==> src/rtl/axicb_slv_switch_wr_if.sv <==
// AW/W/B bundle between one crossbar master and the write-path slave switch, plus the switch's per-slave ports.
// The slave modport is the switch's view; the master modport is whatever drives and consumes both sides.
interface axicb_slv_switch_wr_if #(
    parameter int SLV_NB = 4,
    parameter int AWCH_W = 24,
    parameter int WCH_W  = 8,
    parameter int BCH_W  = 10
);
    logic                    i_awvalid;
    logic                    i_awready;
    logic [AWCH_W-1:0]       i_awch;
    logic                    i_wvalid;
    logic                    i_wready;
    logic                    i_wlast;
    logic [WCH_W-1:0]        i_wch;
    logic                    i_bvalid;
    logic                    i_bready;
    logic [BCH_W-1:0]        i_bch;

    logic [SLV_NB-1:0]       o_awvalid;
    logic [SLV_NB-1:0]       o_awready;
    logic [AWCH_W-1:0]       o_awch;
    logic [SLV_NB-1:0]       o_wvalid;
    logic [SLV_NB-1:0]       o_wready;
    logic                    o_wlast;
    logic [WCH_W-1:0]        o_wch;
    logic [SLV_NB-1:0]       o_bvalid;
    logic [SLV_NB-1:0]       o_bready;
    logic [SLV_NB*BCH_W-1:0] o_bch;

    modport slave (
        input  i_awvalid, i_awch, i_wvalid, i_wlast, i_wch, i_bready,
               o_awready, o_wready, o_bvalid, o_bch,
        output i_awready, i_wready, i_bvalid, i_bch,
               o_awvalid, o_awch, o_wvalid, o_wlast, o_wch, o_bready
    );

    modport master (
        output i_awvalid, i_awch, i_wvalid, i_wlast, i_wch, i_bready,
               o_awready, o_wready, o_bvalid, o_bch,
        input  i_awready, i_wready, i_bvalid, i_bch,
               o_awvalid, o_awch, o_wvalid, o_wlast, o_wch, o_bready
    );
endinterface

==> src/rtl/axicb_slv_switch_wr.sv <==
// Write-path slave switch: decodes AW to a slave port, steers W bursts in AW order, round-robins B back.
// Latency: AW/W/B are combinational passthroughs; a DECERR B appears 1 cycle after the error burst's last beat.
// Backpressure: AW stalls on full route FIFO; W stalls on empty FIFO or busy DECERR slot; B grant held until taken.
module axicb_slv_switch_wr #(
    parameter int AXI_ADDR_W = 16,
    parameter int AXI_ID_W   = 8,
    parameter int SLV_NB     = 4,
    parameter logic [AXI_ADDR_W-1:0] SLV0_START_ADDR = 'h0000,
    parameter logic [AXI_ADDR_W-1:0] SLV0_END_ADDR   = 'h0FFF,
    parameter logic [AXI_ADDR_W-1:0] SLV1_START_ADDR = 'h1000,
    parameter logic [AXI_ADDR_W-1:0] SLV1_END_ADDR   = 'h1FFF,
    parameter logic [AXI_ADDR_W-1:0] SLV2_START_ADDR = 'h2000,
    parameter logic [AXI_ADDR_W-1:0] SLV2_END_ADDR   = 'h2FFF,
    parameter logic [AXI_ADDR_W-1:0] SLV3_START_ADDR = 'h3000,
    parameter logic [AXI_ADDR_W-1:0] SLV3_END_ADDR   = 'h3FFF,
    parameter int ROUTE_DEPTH = 8,
    parameter int AWCH_W      = 24,
    parameter int WCH_W       = 8,
    parameter int BCH_W       = 10
) (
    input  logic aclk,
    input  logic aresetn,
    input  logic srst,
    axicb_slv_switch_wr_if.slave bus
);
    localparam int NB_REQ = SLV_NB + 1;
    localparam int GW     = $clog2(NB_REQ);
    localparam int RA_W   = $clog2(ROUTE_DEPTH);
    localparam int RT_W   = SLV_NB + 1 + AXI_ID_W;
    localparam logic [GW-1:0] ERR_IDX = GW'(SLV_NB);
    localparam logic [AXI_ADDR_W-1:0] SLV_START [4] =
        '{SLV0_START_ADDR, SLV1_START_ADDR, SLV2_START_ADDR, SLV3_START_ADDR};
    localparam logic [AXI_ADDR_W-1:0] SLV_END [4] =
        '{SLV0_END_ADDR, SLV1_END_ADDR, SLV2_END_ADDR, SLV3_END_ADDR};

    logic                  en;
    logic [AWCH_W-1:0]     aw_dat;
    logic [WCH_W-1:0]      w_dat;
    logic [AXI_ADDR_W-1:0] aw_addr;
    logic [AXI_ID_W-1:0]   aw_id;
    logic [SLV_NB-1:0]     aw_sel;
    logic                  aw_miss;
    logic                  aw_push;

    logic [RT_W-1:0]       rt_mem [ROUTE_DEPTH];
    logic [RA_W:0]         rt_wr, rt_rd;
    logic                  route_full, rt_vld;
    logic [RT_W-1:0]       rt_head;
    logic [SLV_NB-1:0]     rt_sel;
    logic                  rt_err;
    logic [AXI_ID_W-1:0]   rt_id;
    logic                  w_hs, w_pop;

    logic                  err_b_valid;
    logic [AXI_ID_W-1:0]   err_b_id;
    logic [BCH_W-1:0]      err_bch;

    logic [NB_REQ-1:0]     b_req;
    logic [GW-1:0]         b_ptr, b_lock_idx, rr_grant, b_grant;
    logic                  b_locked, rr_found, b_hs;
    int                    rr_idx;
    logic [BCH_W-1:0]      b_dat;

    // Outputs are forced idle while either reset is held, not just after the next edge.
    assign en = aresetn & ~srst;

    assign aw_dat  = bus.i_awch;
    assign w_dat   = bus.i_wch;
    assign aw_id   = aw_dat[AXI_ID_W-1:0];
    assign aw_addr = aw_dat[AXI_ID_W +: AXI_ADDR_W];

    always_comb begin
        aw_sel  = '0;
        aw_miss = 1'b1;
        for (int x = 0; x < SLV_NB; x++) begin
            if (aw_miss && aw_addr >= SLV_START[x] && aw_addr <= SLV_END[x]) begin
                aw_sel[x] = 1'b1;
                aw_miss   = 1'b0;
            end
        end
    end

    assign bus.o_awvalid = {SLV_NB{en & bus.i_awvalid & ~route_full}} & aw_sel;
    assign bus.i_awready = en & ~route_full & (aw_miss | (|(bus.o_awready & aw_sel)));
    assign bus.o_awch    = aw_dat;
    assign aw_push       = bus.i_awvalid & bus.i_awready;

    // Route FIFO: one entry per accepted AW, retired by the last W beat of its burst.
    assign route_full = (rt_wr[RA_W] != rt_rd[RA_W]) && (rt_wr[RA_W-1:0] == rt_rd[RA_W-1:0]);
    assign rt_vld     = (rt_wr != rt_rd);
    assign rt_head    = rt_mem[rt_rd[RA_W-1:0]];
    assign rt_sel     = rt_head[RT_W-1 -: SLV_NB];
    assign rt_err     = rt_head[AXI_ID_W];
    assign rt_id      = rt_head[AXI_ID_W-1:0];

    always_ff @(posedge aclk) begin
        if (aw_push) begin
            rt_mem[rt_wr[RA_W-1:0]] <= {aw_sel, aw_miss, aw_id};
        end
    end

    always_comb begin
        bus.o_wvalid = '0;
        bus.i_wready = 1'b0;
        if (en && rt_vld) begin
            if (rt_err) begin
                bus.i_wready = ~err_b_valid;
            end else begin
                bus.o_wvalid = {SLV_NB{bus.i_wvalid}} & rt_sel;
                bus.i_wready = |(bus.o_wready & rt_sel);
            end
        end
    end

    assign bus.o_wlast = bus.i_wlast;
    assign bus.o_wch   = w_dat;
    assign w_hs        = bus.i_wvalid & bus.i_wready;
    assign w_pop       = w_hs & bus.i_wlast;

    assign err_bch = BCH_W'({2'b11, err_b_id});
    assign b_req   = {err_b_valid, bus.o_bvalid};

    always_comb begin
        rr_grant = b_ptr;
        rr_found = 1'b0;
        rr_idx   = 0;
        for (int k = 0; k < NB_REQ; k++) begin
            rr_idx = int'(b_ptr) + k;
            if (rr_idx >= NB_REQ) rr_idx = rr_idx - NB_REQ;
            if (!rr_found && b_req[rr_idx]) begin
                rr_grant = GW'(rr_idx);
                rr_found = 1'b1;
            end
        end
    end

    // A stalled grant is pinned so a late lower-index request cannot swap the payload under the master.
    assign b_grant      = b_locked ? b_lock_idx : rr_grant;
    assign bus.i_bvalid = en & b_req[b_grant];
    assign bus.i_bch    = b_dat;
    assign b_hs         = bus.i_bvalid & bus.i_bready;

    always_comb begin
        b_dat        = err_bch;
        bus.o_bready = '0;
        for (int g = 0; g < SLV_NB; g++) begin
            if (b_grant == GW'(g)) begin
                b_dat           = bus.o_bch[g*BCH_W +: BCH_W];
                bus.o_bready[g] = en & bus.i_bready;
            end
        end
    end

    always_ff @(posedge aclk or negedge aresetn) begin
        if (!aresetn) begin
            rt_wr       <= '0;
            rt_rd       <= '0;
            err_b_valid <= 1'b0;
            err_b_id    <= '0;
            b_ptr       <= '0;
            b_locked    <= 1'b0;
            b_lock_idx  <= '0;
        end else if (srst) begin
            rt_wr       <= '0;
            rt_rd       <= '0;
            err_b_valid <= 1'b0;
            err_b_id    <= '0;
            b_ptr       <= '0;
            b_locked    <= 1'b0;
            b_lock_idx  <= '0;
        end else begin
            if (aw_push) rt_wr <= rt_wr + 1'b1;
            if (w_pop)   rt_rd <= rt_rd + 1'b1;

            if (b_hs && b_grant == ERR_IDX) begin
                err_b_valid <= 1'b0;
            end
            if (w_pop && rt_err) begin
                err_b_valid <= 1'b1;
                err_b_id    <= rt_id;
            end

            if (b_hs) begin
                b_ptr    <= (b_grant == ERR_IDX) ? '0 : b_grant + 1'b1;
                b_locked <= 1'b0;
            end else begin
                b_locked   <= bus.i_bvalid;
                b_lock_idx <= b_grant;
            end
        end
    end
endmodule
==> src/flat_wrapper.sv <==
// flat-port wrapper written by rule: the top's interface ports become plain ports
module axicb_slv_switch_wr_flat 
#(
    parameter int AXI_ADDR_W = 16,
    parameter int AXI_ID_W   = 8,
    parameter int SLV_NB     = 4,
    parameter logic [AXI_ADDR_W-1:0] SLV0_START_ADDR = 'h0000,
    parameter logic [AXI_ADDR_W-1:0] SLV0_END_ADDR   = 'h0FFF,
    parameter logic [AXI_ADDR_W-1:0] SLV1_START_ADDR = 'h1000,
    parameter logic [AXI_ADDR_W-1:0] SLV1_END_ADDR   = 'h1FFF,
    parameter logic [AXI_ADDR_W-1:0] SLV2_START_ADDR = 'h2000,
    parameter logic [AXI_ADDR_W-1:0] SLV2_END_ADDR   = 'h2FFF,
    parameter logic [AXI_ADDR_W-1:0] SLV3_START_ADDR = 'h3000,
    parameter logic [AXI_ADDR_W-1:0] SLV3_END_ADDR   = 'h3FFF,
    parameter int ROUTE_DEPTH = 8,
    parameter int AWCH_W      = 24,
    parameter int WCH_W       = 8,
    parameter int BCH_W       = 10
)
  (aclk, aresetn, srst, bus_i_awvalid, bus_i_awch, bus_i_wvalid, bus_i_wlast, bus_i_wch, bus_i_bready, bus_o_awready, bus_o_wready, bus_o_bvalid, bus_o_bch, bus_i_awready, bus_i_wready, bus_i_bvalid, bus_i_bch, bus_o_awvalid, bus_o_awch, bus_o_wvalid, bus_o_wlast, bus_o_wch, bus_o_bready);
  axicb_slv_switch_wr_if #(.SLV_NB(SLV_NB), .AWCH_W(AWCH_W), .WCH_W(WCH_W), .BCH_W(BCH_W)) bus_i ();
  input  logic aclk;
  input  logic aresetn;
  input  logic srst;
  input wire logic [$bits(bus_i.i_awvalid)-1:0] bus_i_awvalid;
  input wire logic [$bits(bus_i.i_awch)-1:0] bus_i_awch;
  input wire logic [$bits(bus_i.i_wvalid)-1:0] bus_i_wvalid;
  input wire logic [$bits(bus_i.i_wlast)-1:0] bus_i_wlast;
  input wire logic [$bits(bus_i.i_wch)-1:0] bus_i_wch;
  input wire logic [$bits(bus_i.i_bready)-1:0] bus_i_bready;
  input wire logic [$bits(bus_i.o_awready)-1:0] bus_o_awready;
  input wire logic [$bits(bus_i.o_wready)-1:0] bus_o_wready;
  input wire logic [$bits(bus_i.o_bvalid)-1:0] bus_o_bvalid;
  input wire logic [$bits(bus_i.o_bch)-1:0] bus_o_bch;
  output wire logic [$bits(bus_i.i_awready)-1:0] bus_i_awready;
  output wire logic [$bits(bus_i.i_wready)-1:0] bus_i_wready;
  output wire logic [$bits(bus_i.i_bvalid)-1:0] bus_i_bvalid;
  output wire logic [$bits(bus_i.i_bch)-1:0] bus_i_bch;
  output wire logic [$bits(bus_i.o_awvalid)-1:0] bus_o_awvalid;
  output wire logic [$bits(bus_i.o_awch)-1:0] bus_o_awch;
  output wire logic [$bits(bus_i.o_wvalid)-1:0] bus_o_wvalid;
  output wire logic [$bits(bus_i.o_wlast)-1:0] bus_o_wlast;
  output wire logic [$bits(bus_i.o_wch)-1:0] bus_o_wch;
  output wire logic [$bits(bus_i.o_bready)-1:0] bus_o_bready;
  assign bus_i.i_awvalid = bus_i_awvalid;
  assign bus_i.i_awch = bus_i_awch;
  assign bus_i.i_wvalid = bus_i_wvalid;
  assign bus_i.i_wlast = bus_i_wlast;
  assign bus_i.i_wch = bus_i_wch;
  assign bus_i.i_bready = bus_i_bready;
  assign bus_i.o_awready = bus_o_awready;
  assign bus_i.o_wready = bus_o_wready;
  assign bus_i.o_bvalid = bus_o_bvalid;
  assign bus_i.o_bch = bus_o_bch;
  assign bus_i_awready = bus_i.i_awready;
  assign bus_i_wready = bus_i.i_wready;
  assign bus_i_bvalid = bus_i.i_bvalid;
  assign bus_i_bch = bus_i.i_bch;
  assign bus_o_awvalid = bus_i.o_awvalid;
  assign bus_o_awch = bus_i.o_awch;
  assign bus_o_wvalid = bus_i.o_wvalid;
  assign bus_o_wlast = bus_i.o_wlast;
  assign bus_o_wch = bus_i.o_wch;
  assign bus_o_bready = bus_i.o_bready;
  axicb_slv_switch_wr #(.AXI_ADDR_W(AXI_ADDR_W), .AXI_ID_W(AXI_ID_W), .SLV_NB(SLV_NB), .SLV0_START_ADDR(SLV0_START_ADDR), .SLV0_END_ADDR(SLV0_END_ADDR), .SLV1_START_ADDR(SLV1_START_ADDR), .SLV1_END_ADDR(SLV1_END_ADDR), .SLV2_START_ADDR(SLV2_START_ADDR), .SLV2_END_ADDR(SLV2_END_ADDR), .SLV3_START_ADDR(SLV3_START_ADDR), .SLV3_END_ADDR(SLV3_END_ADDR), .ROUTE_DEPTH(ROUTE_DEPTH), .AWCH_W(AWCH_W), .WCH_W(WCH_W), .BCH_W(BCH_W)) u_core (.aclk(aclk), .aresetn(aresetn), .srst(srst), .bus(bus_i));
endmodule
==> config.mk <==
export PLATFORM = sky130hd
export DESIGN_NAME = axicb_slv_switch_wr_flat
export DESIGN_NICKNAME = d
export VERILOG_FILES = /design/src/rtl/axicb_slv_switch_wr_if.sv /design/src/rtl/axicb_slv_switch_wr.sv /design/src/flat_wrapper.sv
export SDC_FILE = /design/constraint.sdc
export NUM_CORES = 1
export LEC_CHECK = 0
export ABC_CLOCK_PERIOD_IN_PS = 9200
export BUFFER_PORTS_ARGS = -buffer_cell sky130_fd_sc_hd__buf_2
export CAP_MARGIN = 20
export CORE_UTILIZATION = 55
export CTS_CLUSTER_DIAMETER = 150
export DETAILED_ROUTE_END_ITERATION = 12
export MAX_ROUTING_LAYER = met4
export PLACE_DENSITY = 0.77
export SYNTH_ARGS = -nofsm -noshare
export SYNTH_HDL_FRONTEND = slang
export SYNTH_SLANG_ARGS = --single-unit
==> constraint.sdc <==
create_clock -name aclk -period 9.2 [get_ports aclk]
set_input_delay 1.84 -clock aclk [delete_from_list [all_inputs] [get_ports aclk]]
set_output_delay 1.84 -clock aclk [all_outputs]
set_load 0.01 [all_outputs]
Word level (Yosys, flattened, before mapping)
Memory sizes are Yosys's and may differ from the RTL's.
Index checks and enable logic that the tools add are counted.
{ "word_totals": {"reg_bits": 24, "latchBits": 0, "mem_bits_rw": 104, "rom_bits": 0, "input_bits": 91, "out_inout_bits": 58, "elab_cells": 163, "memories": 1} }
{ "op_classes": {"addsub": 12, "multipliers": 0, "div": 0, "order_cmp": 19, "n_eq_ne": 8, "shift": 0, "n_mux": 70, "bitwise": 19, "n_reduce_logical": 27} }
{ "memory_table": {"columns": ["name", "depth", "word_bits", "rd", "rd_ports_with_merged_regs", "write_ports", "line_no", "text"], "rows": [
  ["u_core.rt_mem", 8, 13, 1, 0, 1, "axicb_slv_switch_wr.sv:45", "logic [RT_W-1:0] rt_mem [ROUTE_DEPTH];"]
]} }
{ "op_table": {"columns": ["operator", "count"], "rows": [
  ["$lt A32 B5 Y1 const B", 5],
  ["$mux W32", 5],
  ["$ge A32 B4 Y1 const B", 4],
  ["$sub A32 B4 Y32 const B", 4],
  ["$mux W10", 4],
  ["$mux W1", 36],
  ["$mux W3", 11],
  ["$ge A16 B14 Y1 const B", 2],
  ["$le A16 B14 Y1 const B", 2],
  ["$mux W4", 6],
  ["$bmux W1 S3", 6],
  ["$and A4 B4 Y4", 4],
  ["$ge A16 B1 Y1 const B", 1],
  ["$ge A16 B13 Y1 const B", 1],
  ["$le A16 B12 Y1 const B", 1],
  ["$le A16 B13 Y1 const B", 1],
  ["$mux W8", 2],
  ["$logic_and A1 B1 Y1", 15],
  ["$and A1 B1 Y1", 11],
  ["$add A3 B2 Y4 const B", 2],
  ["$add A4 B1 Y4 const B", 2],
  ["$reduce_bool A2 Y1", 4],
  ["$reduce_or A4 Y1", 2],
  ["$eq A3 B2 Y1 const B", 2],
  ["17 further kinds", 22]
]} }

Longest topological paths before layout
{ "depth": {"ltp_word": 27, "mapped_depth": 20} }

Worst setup path after synthesis
OpenSTA, ideal clock, no wires.
{ "synth_path": {"path_kind": "input to output", "start": "input bus_o_bvalid[1]", "end": "output bus_i_bch[0]", "arrival_time_ns": 4.840, "path_slack_ns": 2.520, "path_stages": 15, "n_path_buf": 4, "cell_sequence": "buf_1 o22ai_1 or4_1 and2_1 a211o_1 o32ai_2 a221o_1 buf_2 inv_1 a21oi_1 ha_1 clkbuf_1 clkbuf_1 o31ai_1 a21oi_1"} }
{ "synth_via": {"elab_chain_len": 22, "elab_cells_between_ends": 41} }
{ "synth_lines": {"columns": ["element", "line_no", "text"], "rows": [
  ["start, declared", "flat_wrapper.sv:33", "input wire logic [$bits(bus_i.o_bvalid)-1:0] bus_o_bvalid;"],
  ["$bmux W1 S3", "axicb_slv_switch_wr.sv:130", "if (!rr_found && b_req[rr_idx]) begin"],
  ["$mux W1 (implied by the code) (2 in series)", "axicb_slv_switch_wr.sv:130", null],
  ["$mux W1", "axicb_slv_switch_wr.sv:130", null],
  ["$logic_not A1 Y1", "axicb_slv_switch_wr.sv:130", null],
  ["$logic_and A1 B1 Y1", "axicb_slv_switch_wr.sv:130", null],
  ["$mux W1", "axicb_slv_switch_wr.sv:130", null],
  ["$logic_not A1 Y1", "axicb_slv_switch_wr.sv:130", null],
  ["$logic_and A1 B1 Y1", "axicb_slv_switch_wr.sv:130", null],
  ["[3 not listed]", null, null],
  ["$mux W1", "axicb_slv_switch_wr.sv:130", null],
  ["$logic_not A1 Y1", "axicb_slv_switch_wr.sv:130", null],
  ["$logic_and A1 B1 Y1", "axicb_slv_switch_wr.sv:130", null],
  ["$mux W3 *", "axicb_slv_switch_wr.sv:130", null],
  ["$mux W3 *", "axicb_slv_switch_wr.sv:138", "assign b_grant = b_locked ? b_lock_idx : rr_grant;"],
  ["$logic_not A3 Y1", "axicb_slv_switch_wr.sv:147", "if (b_grant == GW'(g)) begin"],
  ["$mux W10 (3 in series)", "axicb_slv_switch_wr.sv:147", null],
  ["$mux W10 *", "axicb_slv_switch_wr.sv:147", null],
  ["end, declared", "flat_wrapper.sv:38", "output wire logic [$bits(bus_i.i_bch)-1:0] bus_i_bch;"]
]} }
Mark *: on every way between the ends. The rest lies on a longest branch, timed or not. The select of a mux whose other input is x is not followed.

Final worst setup path
{ "layout_path": {"start": "register u_core.b_ptr[1]", "end": "output bus_i_bch[2]"} }
{ "layout_via": {"elab_chain_len": 24, "elab_cells_between_ends": 60} }
{ "layout_lines": {"columns": ["element", "line_no", "text"], "rows": [
  ["start, declared", "axicb_slv_switch_wr.sv:59", "logic [GW-1:0] b_ptr, b_lock_idx, rr_grant, b_grant;"],
  ["start signal, assigned", "axicb_slv_switch_wr.sv:184", "b_ptr <= (b_grant == ERR_IDX) ? '0 : b_grant + 1'b1;"],
  ["branches (longest 17 deep; another with $sub A32 B4 Y32)", null, null],
  ["$mux W3 *", "axicb_slv_switch_wr.sv:130", null],
  ["$mux W3 *", "axicb_slv_switch_wr.sv:138", null],
  ["$logic_not A3 Y1", "axicb_slv_switch_wr.sv:147", null],
  ["$mux W10 (3 in series)", "axicb_slv_switch_wr.sv:147", null],
  ["$mux W10 *", "axicb_slv_switch_wr.sv:147", null]
]} }
Every way passes the cells marked *. The select of a mux whose other input is x is not followed.

==> run_results.csv <==
group,metric,value,unit
sta,slew_viol_final,0,
global_route,grt_max_degree,35,
synthesis,ys_seq_area_share,50.7,%
synthesis,synthFlopType,"edfxtp_1",
die,die_area,13800,um2
global_route,grt_usage,27.5,%
critical_path,cp_data_required_time,7.36,ns
route,vias_per_cell,6.31,
synthesis,synth_edf_count,104,
sta,finalCritPeriodShare,88.3,%
sta,rsz0062_at_grt,"no",
clock_network,cts_buffers,17,
layout,area_growth,13.7,%
die,die_w,118,um
clock_network,cts_max_path_buffers,2,
sta,final.setup_skew,0.00830,ns
placed_design,place_ws,1.64,ns
synthesis,ys_ff_latch,128,
synthesis,post_synth_instance_area,7350,um2
critical_path,r2r_cells,14,
placed_design,dp.cells,826,
clock_network,cts_hold_buf,0,
placed_design,gp_congestion,0.983,
route,route.detailed.drc,0,
layout,drive_gt1_share,31.0,%
clock_network,htree_levels,4,
synthesis,yosysWarningCount,0,
power_and_ir_drop,ir_worst_vdd,0.130,mV
global_route,antenna_found_initial,0,
die,io_pins,149,
clock_network,post_cts_resized,0,
synthesis,async_flop_share,18.8,%
layout,final_common_cell,"buf_2",
layout,antenna_cells,0,
layout,stdcell_count,858,
sta,worst_pin_slew,0.994,ns
sta,timing.final.ws_setup,1.08,ns
route,antenna_left,0,
power_and_ir_drop,power.leakage,3.18,nW
critical_path,endpoint_kind,"output pin",
clock_network,cts_root_buffer,"clkbuf_16",
clock_network,path_clk_slew,0.05,ns
placed_design,postPlaceCellArea,7780,um2
route,avgRoutedWirePerCell,21.1,um
synthesis,synth_cell_type_count,75,
sta,fmax,123,MHz
global_route,grt_first_pass_wirelength,28500,um
route,vias,5410,
power_and_ir_drop,power_per_cell_area,292,nW/um2
flow_run,maxCapViolCount,0,
sta,setup_viol,0,
critical_path,crit_end,"bus_i_bch[2]",
layout,final_area,8350,um2
synthesis,post_synth.cell_area_avg,12.1,um2
critical_path,cp.arrival,6.28,ns
layout,nets,777,
placed_design,io_buffers,108,
route,first_iter_violations,528,
sta,hold_viol_final,0,
sta,finalCriticalPeriod,8.12,ns
route,wirelength,18100,um
global_route,grt_pass1_vias,5259,
synthesis,syn_inst,605,
synthesis,syn-num-nets,709,
clock_network,cts_tree,"done",
critical_path,start_kind,"flip-flop",
route,dr.pass1.iters,5,
layout,layout_common_cells,"buf_2, edfxtp_1, nor2_1",
die,start_util,57.3,%
min_path,hold_path.class,"flip-flop to flip-flop",
clock_network,clock-sinks,128,
die,core,12800,um2
placed_design,post-dp-hpwl,12500,um
critical_path,r2r-end,"u_core.b_lock_idx[1]",
die,row_count,41,
critical_path,startpoint,"u_core.b_ptr[1]",
run_status,outcome,"finished clean",
layout,fillers,942,
sta,slew_headroom,33.7,%
sta,tns,0,ns
critical_path,worst-r2r-setup-slack,3.73,ns
die,fp.dieH,118,um
critical_path,crit_type,"flip-flop to output pin",
clock_network,post_cts_buffers,0,
critical_path,cp_max_fo,20,
clock_network,insertion_delay,0.41,ns
global_route,overflow,0,
critical_path,reg2reg_from,"u_core.b_ptr[1]",
==> sequential cells by signal, summed over array words and instances (netlist names) <==
signal              flops
u_core.b_locked         1
u_core.b_ptr            3
u_core.err_b_id         8
u_core.err_b_valid      1
u_core.rt_rd            4
u_core.b_lock_idx       3
u_core.rt_mem         104
u_core.rt_wr            4
==> power breakdown <==
| group | leakage [nW] | internal [mW] | switching, mW |
|---|---|---|---|
| sequential | 1.28 | 0.638 | 0.0237 |
| clock | 0.275 | 0.403 | 0.235 |
| combinational | 1.62 | 0.466 | 0.674 |
==> critical path, stage by stage (launching register included) <==
cell	delay (ns)
dfrtp_1	0.78
inv_1	0.34
ha_1	0.86
nand2_1	0.33
a21o_1	0.24
a211oi_1	0.34
o21ai_1	0.12
a2111oi_2	0.42
nor2_1	0.10
a221o_1	0.32
buf_4	0.21
inv_1	0.15
a21oi_1	0.06
ha_1	0.40
nor2b_1	0.62
o21ai_0	0.19
o311ai_0	0.18
buf_2	0.21
==> per-layer routing <==
metal	track usage [%]	wire, um	vias up
li1	-	-	2403
met3	6.25	1530	61
met4	10.3	561	0
met1	35.1	7280	2623
met5	-	0	-
met2	43.2	8760	323
==> synth_stat cells, drive strengths merged, types with 17 or more instances <==
| cell type | n | area share (%) |
|---|---|---|
| nor2 | 59 | 3.0 |
| edfxtp | 104 | 42 |
| nor3 | 19 | 1.3 |
| a21oi | 31 | 2.2 |
| mux2 | 17 | 2.8 |
| dfrtp | 24 | 8.2 |
| mux2i | 18 | 2.5 |
| nand2b | 17 | 1.4 |
| mux4 | 28 | 8.6 |
| nand2 | 30 | 1.6 |
| clkbuf | 20 | 1.0 |
| buf | 50 | 4.7 |
==> through the flow <==
| stage | total power, mW | utilization (%) | hold WS [ns] |
|---|---|---|---|
| 3_5_place_dp | 1.80 | 60.7 | 0.516 |
| 3_3_place_gp | 1.78 | 60.7 | 0.493 |
| 2_1_floorplan | 1.50 | - | 0.482 |
| 4_1_cts | 2.44 | 65.1 | 0.528 |
| 6_report | 2.44 | 65.1 | 0.533 |
| 5_1_grt | 2.56 | 65.1 | 0.545 |
==> logic make-up (layout without fill, tap and decap cells) <==
kind of cell | count (synthesis) | count (layout) | synth area share, %
buffers and inverters | 86 | 167 | 6.50
adder cells (fa/ha/maj) | 13 | 13 | 2.32
multiplexers | 63 | 63 | 13.8
flip-flops | 128 | 128 | 50.7
XOR/XNOR | 18 | 18 | 2.15
AND/OR/NAND/NOR | 170 | 170 | 11.4
AO/OA/AOI/OAI | 127 | 127 | 13.1
==> area by class of cell <==
| cell class | instances | area, um2 | area share [%] |
|---|---|---|---|
| clock inverter | 8 | 77.6 | 0.929 |
| clock buffer | 24 | 494 | 5.92 |
| timing repair buffer | 119 | 623 | 7.46 |
| sequential | 128 | 3720 | 44.6 |
| inverter | 16 | 60.1 | 0.719 |
| multi-input combinational | 391 | 3160 | 37.8 |
| tap | 172 | 215 | 2.58 |
==> how the worst min path moves through the flow <==
stage | from | end | cells after the start
detailed placement | u_core.err_b_id[4] | u_core.err_b_id[4] | 2
global placement | u_core.b_lock_idx[1] | u_core.b_lock_idx[1] | 1
floorplan | u_core.b_lock_idx[1] | u_core.b_lock_idx[1] | 1
finish | u_core.b_lock_idx[1] | u_core.b_lock_idx[1] | 1
global route | u_core.b_lock_idx[1] | u_core.b_lock_idx[1] | 1
CTS | u_core.b_lock_idx[1] | u_core.b_lock_idx[1] | 1
(Power assumes the default switching activity.)
